--- src/rtl/mem_pkg.sv ---
// Shared definitions for the memory access controller: FSM state encoding and default depth.
package mem_pkg;

   typedef enum logic [1:0] {
      StIdle,
      StRead,
      StWrite,
      StResp
   } state_e;

   localparam int unsigned MemDepthDefault = 4096;

endpackage

--- src/rtl/mem_access_ctrl.sv ---
// Single-request memory access controller bridging a valid/ready pipeline port to a simple memory.
// Optional address bounds checking is enabled by defining MEM_ACCESS_CTRL_BOUNDS_CHECK_EN.
module mem_access_ctrl
   import mem_pkg::*;
#(
   parameter int unsigned DATA_W    = 32,
   parameter int unsigned MEM_DEPTH = MemDepthDefault
) (
   input  logic              clk,
   input  logic              rst_n,
   input  logic              req_valid,
   output logic              req_ready,
   input  logic              req_wr,
   input  logic [DATA_W-1:0] req_addr,
   input  logic [DATA_W-1:0] req_wdata,
   output logic              resp_valid,
   input  logic              resp_ready,
   output logic [DATA_W-1:0] resp_rdata,
   output logic              resp_err,
   output logic [DATA_W-1:0] mem_addr,
   output logic [DATA_W-1:0] mem_wdata,
   output logic              mem_wr,
   output logic              mem_rd,
   input  logic [DATA_W-1:0] mem_rdata
);

   state_e              state_q;
   logic                req_ready_q;
   logic                resp_valid_q;
   logic                resp_err_q;
   logic [DATA_W-1:0]   resp_rdata_q;
   logic [DATA_W-1:0]   mem_addr_q;
   logic [DATA_W-1:0]   mem_wdata_q;
   logic                mem_wr_q;
   logic                mem_rd_q;
   logic                oob;

   always_comb begin
      oob = 1'b0;
`ifdef MEM_ACCESS_CTRL_BOUNDS_CHECK_EN
      oob = (req_addr >= DATA_W'(MEM_DEPTH));
`endif
   end

   always_ff @(posedge clk) begin
      if (!rst_n) begin
         state_q      <= StIdle;
         req_ready_q  <= 1'b1;
         resp_valid_q <= 1'b0;
         resp_err_q   <= 1'b0;
         resp_rdata_q <= '0;
         mem_addr_q   <= '0;
         mem_wdata_q  <= '0;
         mem_wr_q     <= 1'b0;
         mem_rd_q     <= 1'b0;
      end else begin
         unique case (state_q)
            StIdle: begin
               if (req_valid) begin
                  req_ready_q <= 1'b0;
                  mem_addr_q  <= req_addr;
                  mem_wdata_q <= req_wdata;
                  resp_err_q  <= 1'b0;
                  // Out-of-range requests skip the memory entirely and answer with an error.
                  if (oob) begin
                     state_q      <= StResp;
                     resp_valid_q <= 1'b1;
                     resp_err_q   <= 1'b1;
                     resp_rdata_q <= '0;
                  end else if (req_wr) begin
                     state_q  <= StWrite;
                     mem_wr_q <= 1'b1;
                  end else begin
                     state_q  <= StRead;
                     mem_rd_q <= 1'b1;
                  end
               end
            end
            StRead: begin
               resp_rdata_q <= mem_rdata;
               mem_rd_q     <= 1'b0;
               resp_valid_q <= 1'b1;
               state_q      <= StResp;
            end
            StWrite: begin
               resp_rdata_q <= '0;
               mem_wr_q     <= 1'b0;
               resp_valid_q <= 1'b1;
               state_q      <= StResp;
            end
            StResp: begin
               if (resp_ready) begin
                  resp_valid_q <= 1'b0;
                  resp_err_q   <= 1'b0;
                  req_ready_q  <= 1'b1;
                  state_q      <= StIdle;
               end
            end
            default: begin
               state_q     <= StIdle;
               req_ready_q <= 1'b1;
               mem_wr_q    <= 1'b0;
               mem_rd_q    <= 1'b0;
            end
         endcase
      end
   end

   assign req_ready  = req_ready_q;
   assign resp_valid = resp_valid_q;
   assign resp_rdata = resp_rdata_q;
   assign mem_addr   = mem_addr_q;
   assign mem_wdata  = mem_wdata_q;
   assign mem_wr     = mem_wr_q;
   assign mem_rd     = mem_rd_q;
`ifdef MEM_ACCESS_CTRL_BOUNDS_CHECK_EN
   assign resp_err   = resp_err_q;
`else
   assign resp_err   = 1'b0;
`endif

endmodule

--- config.mk ---
export PLATFORM = sky130hd
export DESIGN_NAME = mem_access_ctrl
export DESIGN_NICKNAME = d
export VERILOG_FILES = /design/src/rtl/mem_pkg.sv /design/src/rtl/mem_access_ctrl.sv
export SDC_FILE = /design/constraint.sdc
export NUM_CORES = 1
export LEC_CHECK = 0
export ABC_AREA = 1
export CORE_MARGIN = 2
export CORE_UTILIZATION = 42
export CTS_CLUSTER_DIAMETER = 80
export DETAILED_ROUTE_END_ITERATION = 16
export PLACE_DENSITY = 0.85
export SYNTH_ARGS = -nofsm -noshare
export SYNTH_HDL_FRONTEND = slang
export SYNTH_SLANG_ARGS = --single-unit
--- constraint.sdc ---
create_clock -name clk -period 3.9 [get_ports clk]
set_input_delay 0.78 -clock clk [delete_from_list [all_inputs] [get_ports clk]]
set_output_delay 0.78 -clock clk [all_outputs]
set_load 0.005 [all_outputs]
==> results.toml <==
[outcome]
status = "complete, no violations"

[place]
dp_cells = 757
gp_congestion = 0.809
port-buffer-count = 200
place_area_um2 = 5690
hpwl_um = 7390

[synth]
ys_types = 19
yosysTopAreaCell = "dfxtp_1"
synth-edff-count = 0
async_reset_ff_frac = 0
synthTopCellsByCount = "nor2_1 (134), dfxtp_1 (102), nand2_1 (82)"
ys_seq_area_frac = 0.540
syn_inst = 478
ys_ff_latch = 102
yosysWarnings = 0
synth_area_um2 = 3780
synthTopCellsByArea = "dfxtp_1 (54%), nor2_1 (13%), nand2_1 (8.1%), o21ai_0 (6.2%), a21oi_1 (4.5%)"
synth_nets = 586
synth_area_per_cell_um2 = 7.91
synth_most_common_cell = "nor2_1"
synthFlopType = "dfxtp_1"
synth.top_cell.area_share = 0.540

[floorplanning]
dieArea_um2 = 9770
die_x_um = 98.9
io_pins = 202
start_util = 0.433
die_height_um = 98.9
fp.coreArea_um2 = 8720
rows = 34

[worst_setup_path]
path_cells = "inv_1 -> ha_1 -> inv_2 -> nor2_4 -> nand2_1 -> a21oi_1"
critPathTopFamily = "simple AND/OR/NAND/NOR gates"
cp_slowest_cell = "nor2_4"
critical_path_class = "register to register"
worst-path-buf-inv = 2
arrival_ps = 2430
reg2reg_slack_ps = 1760
crit_fanout = 35
cpPeakStageDelay_ps = 610
crit_path_start_kind = "register"
required_ps = 4190
endpoint_kind = "register"

[pwr]
p_leak_nw = 2.30
p_int_mw = 2.61
peakVddDrop_v = 0.000301
seqPwrFrac = 0.390
combPwrFrac = 0.458
p_per_area_nw_per_um2 = 695
switching_share = 0.359
power_switching_mw = 1.47
p_clk_frac = 0.152

[drt]
drt-total-wl_um = 10300
via_count = 3671
firstDrtPassIters = 4
drtIter0Drc = 113
drt.antenna.violating_nets = 0
drc = 0
wl_per_cell_um = 13.3
viasPerCell = 4.75

[finish]
fillers = 743
final_core_util = 0.673
multi_input_area_um2 = 1450
antenna_cells = 0
nNetsFinal = 768
ff_latch_area_um2 = 2040
fin_area_um2 = 5870
final_cells = 773
area_growth_pct = 55.4
drive_above_1_share = 0.0376

[clocking]
cts_root_buf = "clkbuf_8"
post_cts_buffers = 0
clk_path_buf_depth = 2
cts_tree = "built"
clk_latency_ps = 350
cts_max_level = 3
clock_sinks = 102
cts_buffers = 9
ctsHoldBuffers = 0
cts_resized = 0
path_clk_slew_ps = 100

[global_route]
grt_overflow = 0
grt_pass1_wl_um = 16500
grt_antenna_before_repair = 0
grt_max_degree = 65
grt_pass1_vias = 3504
grt_util_all_layers = 0.208

[sta]
fin_worst_skew_ps = 10.8
hold_ws_ps = 472
max_slew_margin = 0.298
slew_violations = 0
final.period_utilization = 0.550
rsz0062_at_grt = "no"
final.setup.tns_ps = 0
fin_crit_ps = 2140
setup_viol = 0
tightestPinTransition_ps = 1050
fmax_mhz = 466
hold_viol = 0

[run]
max_cap_violations = 0

[worst_hold_path]
hold_class = "register to register"
## logic make-up after synthesis
group | share of synthesized area
simple gates | 0.226
flops | 0.540
fa+ha+maj | 0.0232
buf+inv | 0.0755
compound gates | 0.134
other cells | 0.000992
## flip-flops by register name (all words and copies together), names as in the netlist
| register | flops |
|---|---|
| mem_wdata | 32 |
| req_ready | 1 |
| mem_addr | 32 |
| resp_rdata | 32 |
| state_q | 2 |
| resp_valid | 1 |
| mem_wr | 1 |
| mem_rd | 1 |
## layer usage
metal / up-vias / share of wire / track usage
met5: - / 0 / 0
met4: 0 / 0.021 / 0.0811
met3: 19 / 0.086 / 0.0709
met2: 147 / 0.49 / 0.358
met1: 1633 / 0.40 / 0.237
li1: 1872 / - / -
## final timing paths
check,start,end,cells after the start
hold / removal,resp_rdata[1]$_SDFFE_PN0P_,resp_rdata[1]$_SDFFE_PN0P_,2
setup reg to reg,state_q[0]$_SDFFE_PN0P_,resp_rdata[31]$_SDFFE_PN0P_,6
hold reg to reg,resp_rdata[1]$_SDFFE_PN0P_,resp_rdata[1]$_SDFFE_PN0P_,2
setup / recovery,state_q[0]$_SDFFE_PN0P_,resp_rdata[31]$_SDFFE_PN0P_,6
## power by group through the flow
stage / Clock, mW / Combinational, mW / Sequential, mW
6_report: 0.620 / 1.87 / 1.59
5_1_grt: 0.687 / 2.08 / 1.64
4_1_cts: 0.640 / 1.89 / 1.59
3_5_place_dp: 0 / 1.88 / 1.62
3_3_place_gp: 0 / 1.83 / 1.59
2_1_floorplan: 0 / 0.995 / 1.63
## final cells by class
type	instances	area share
clock buffer	10	0.0234
clock inverter	6	0.00746
inverter	13	0.00831
multi-input combinational	332	0.247
sequential	102	0.348
tap	108	0.0230
timing repair buffer	202	0.343
## cells in the final DEF, fill, tap and decap left out
| cell | n |
|---|---|
| nand2_2 | 1 |
| buf_4 | 2 |
| inv_2 | 3 |
| nor2_4 | 1 |
| conb_1 | 1 |
| ha_1 | 7 |
| dfxtp_1 | 102 |
| clkdlybuf4s50_1 | 199 |
| clkinv_2 | 2 |
| nor2_1 | 134 |
| inv_6 | 3 |
| inv_1 | 10 |
| nand2_1 | 82 |
| clkinvlp_4 | 1 |
| nand3_1 | 4 |
| a21oi_1 | 34 |
| clkbuf_8 | 10 |
| o21ai_1 | 20 |
| or2_2 | 1 |
| o21ai_0 | 47 |
| buf_2 | 1 |
## stage by stage
step / total power [mW] / setup WS [ps]
2_1_floorplan: 2.63 / 2500
3_3_place_gp: 3.43 / 1500
3_5_place_dp: 3.50 / 1370
4_1_cts: 4.12 / 1770
5_1_grt: 4.41 / 1560
6_report: 4.08 / 1760
## worst register-to-register path: stages (launching register included)
cell and delay (ps):
dfxtp_1 420, inv_1 140, ha_1 320, inv_2 230
nor2_4 620, nand2_1 190, a21oi_1 170
(Power assumes the default switching activity.)
==> RTL change: new RTL, config.mk and constraints unchanged <==
The 4 states of `state_e` get a one-hot encoding in 4 bits.
--- a/src/rtl/mem_pkg.sv
+++ b/src/rtl/mem_pkg.sv
@@ -1,11 +1,11 @@
 // Shared definitions for the memory access controller: FSM state encoding and default depth.
 package mem_pkg;
 
-   typedef enum logic [1:0] {
-      StIdle,
-      StRead,
-      StWrite,
-      StResp
+   typedef enum logic [3:0] {
+      StIdle  = 4'b0001,
+      StRead  = 4'b0010,
+      StWrite = 4'b0100,
+      StResp  = 4'b1000
    } state_e;
 
    localparam int unsigned MemDepthDefault = 4096;
Formal check against the unedited RTL: no difference found for any inputs over 4 cycles, from zero or initial values and one cycle with rst_n low; so few cycles prove little.
==> RTL change against the unedited design <==
Routed wire length is 5.5% higher. Area after synthesis is 2.5% higher. Sequential cell count is 2 higher. Critical path depth is 1 lower. Global-route usage is 0.46 points higher. Setup slack worse by 0.079 ns. Design area is 2.3% higher. Die area is 2.4% higher. Clock skew hardly changed. Critical path type is now input pin to flip-flop. Sequential share of layout area is 0.11 points lower. Highest routed layer unchanged.
Power is not compared: it rests on default switching activity, and its combinational part moved more than twofold at a synthesized area within 25%.
==> RTL change: results (changes against the unedited design) <==
result of the run=finished clean; post-detailed-placement half-perimeter wirelength=7950 um (+7.6%); final core area utilization=65.9% (-1.4 points); final net count=764 (-0.52%); hold path start=mem_wdata[26]; CP max stage delay=0.55 ns (-0.06 ns); number of nets in the synthesized netlist=582 (-0.68%); GR met1 Demand/Resource=23.1% (-0.55 points); total global-route track usage=21.2% (+0.46 points); DRC marker count from the first detailed-route iteration=84 (-26%); Area contributors post-synth=sky130_fd_sc_hd__dfxtp_1, sky130_fd_sc_hd__a21oi_1, sky130_fd_sc_hd__nand2_1; fraction of final layout cells with drive strength greater than 1=4.19% (+0.43 points); delay-heaviest family, CP=buffers and inverters; critical path arrival=2.48 ns (+0.05 ns); portion of the post-synthesis area used by sequential elements=53.7% (-0.29 points); ratio of routed vias to standard cells=4.87 (+2.4%); largest net degree at the start of global routing=81 (+25%); placed standard-cell area=5800 sq um (+2.0%); global-route met3 utilization=6.27% (-0.82 points); wire length of the first global-routing pass=16,900 um (+2.4%); number of distinct library cell variants in the gate-level netlist after synthesis=20 (+1); vias in the first global route=3,703 (+5.7%); R2R Path Start=state_q[0]; total of fill cells in the finished design=747 (+0.54%); start point of the critical path=req_valid; cell at the slowest stage of the critical path=sky130_fd_sc_hd__clkdlybuf4s50_1; relative slew slack=47.8% (+18 points)
==> RTL change: cell count changes after synthesis, sizes merged, moves of 3 or more <==
cell    before  now
buf         28   23
ha           7    0
nor3         0    3
inv         13   74
nor2       135   19
a21oi       34   97
clkbuf       3    8
==> RTL change: routing by layer <==
| layer | vias up | part of all wire [%] | wire [um] |
|---|---|---|---|
| li1 | 1887 | - | - |
| met1 | 1701 | 41 | 4410 |
| met2 | 174 | 48 | 5180 |
| met3 | 28 | 8.3 | 894 |
| met4 | 0 | 3.2 | 341 |
| met5 | - | 0 | 0 |
==> RTL change: layout make-up <==
type | instances | area share (%)
Multi-Input combinational cell | 272 | 21.3
Tap cell | 111 | 2.31
Clock buffer | 9 | 2.06
Clock inverter | 7 | 1.29
Timing Repair Buffer | 202 | 33.7
Sequential cell | 104 | 34.7
Inverter | 74 | 4.63
==> RTL change: power by group <==
group	leakage, uW	switching (uW)	internal (uW)
logic	0.00127	318	401
clock network	0.000106	381	305
registers	0.000854	75.7	1200
==> RTL change: worst paths after layout <==
check	end	slack [ns]	cells past startpoint
max	mem_wdata[29]	1.68	5
min	mem_wdata[26]	0.45	2
max reg2reg	mem_wdata[29]	1.99	6
min reg2reg	mem_wdata[26]	0.45	2
==> RTL change: logic make-up (layout without fill, tap and decap cells) <==
family	after synthesis	count (layout)	share of synthesized area, %
buf+inv	105	292	13.4
compound gates	162	162	20.9
other cells	1	1	0.0968
flops	104	104	53.7
simple gates	109	109	11.8
==> RTL change: worst min-delay path, stage by stage (launching register included) <==
cell and delay [ns]:
sky130_fd_sc_hd__dfxtp_1 0.32, sky130_fd_sc_hd__inv_1 0.05, sky130_fd_sc_hd__a21oi_1 0.05
==> RTL change: through the flow <==
step	power, uW	setup slack [ns]	cells
CTS	2710	1.73	779
global route	2830	1.56	779
detailed placement	2020	1.33	763
floorplan	1630	2.45	481
finish	2680	1.68	779
global placement	1990	1.42	763
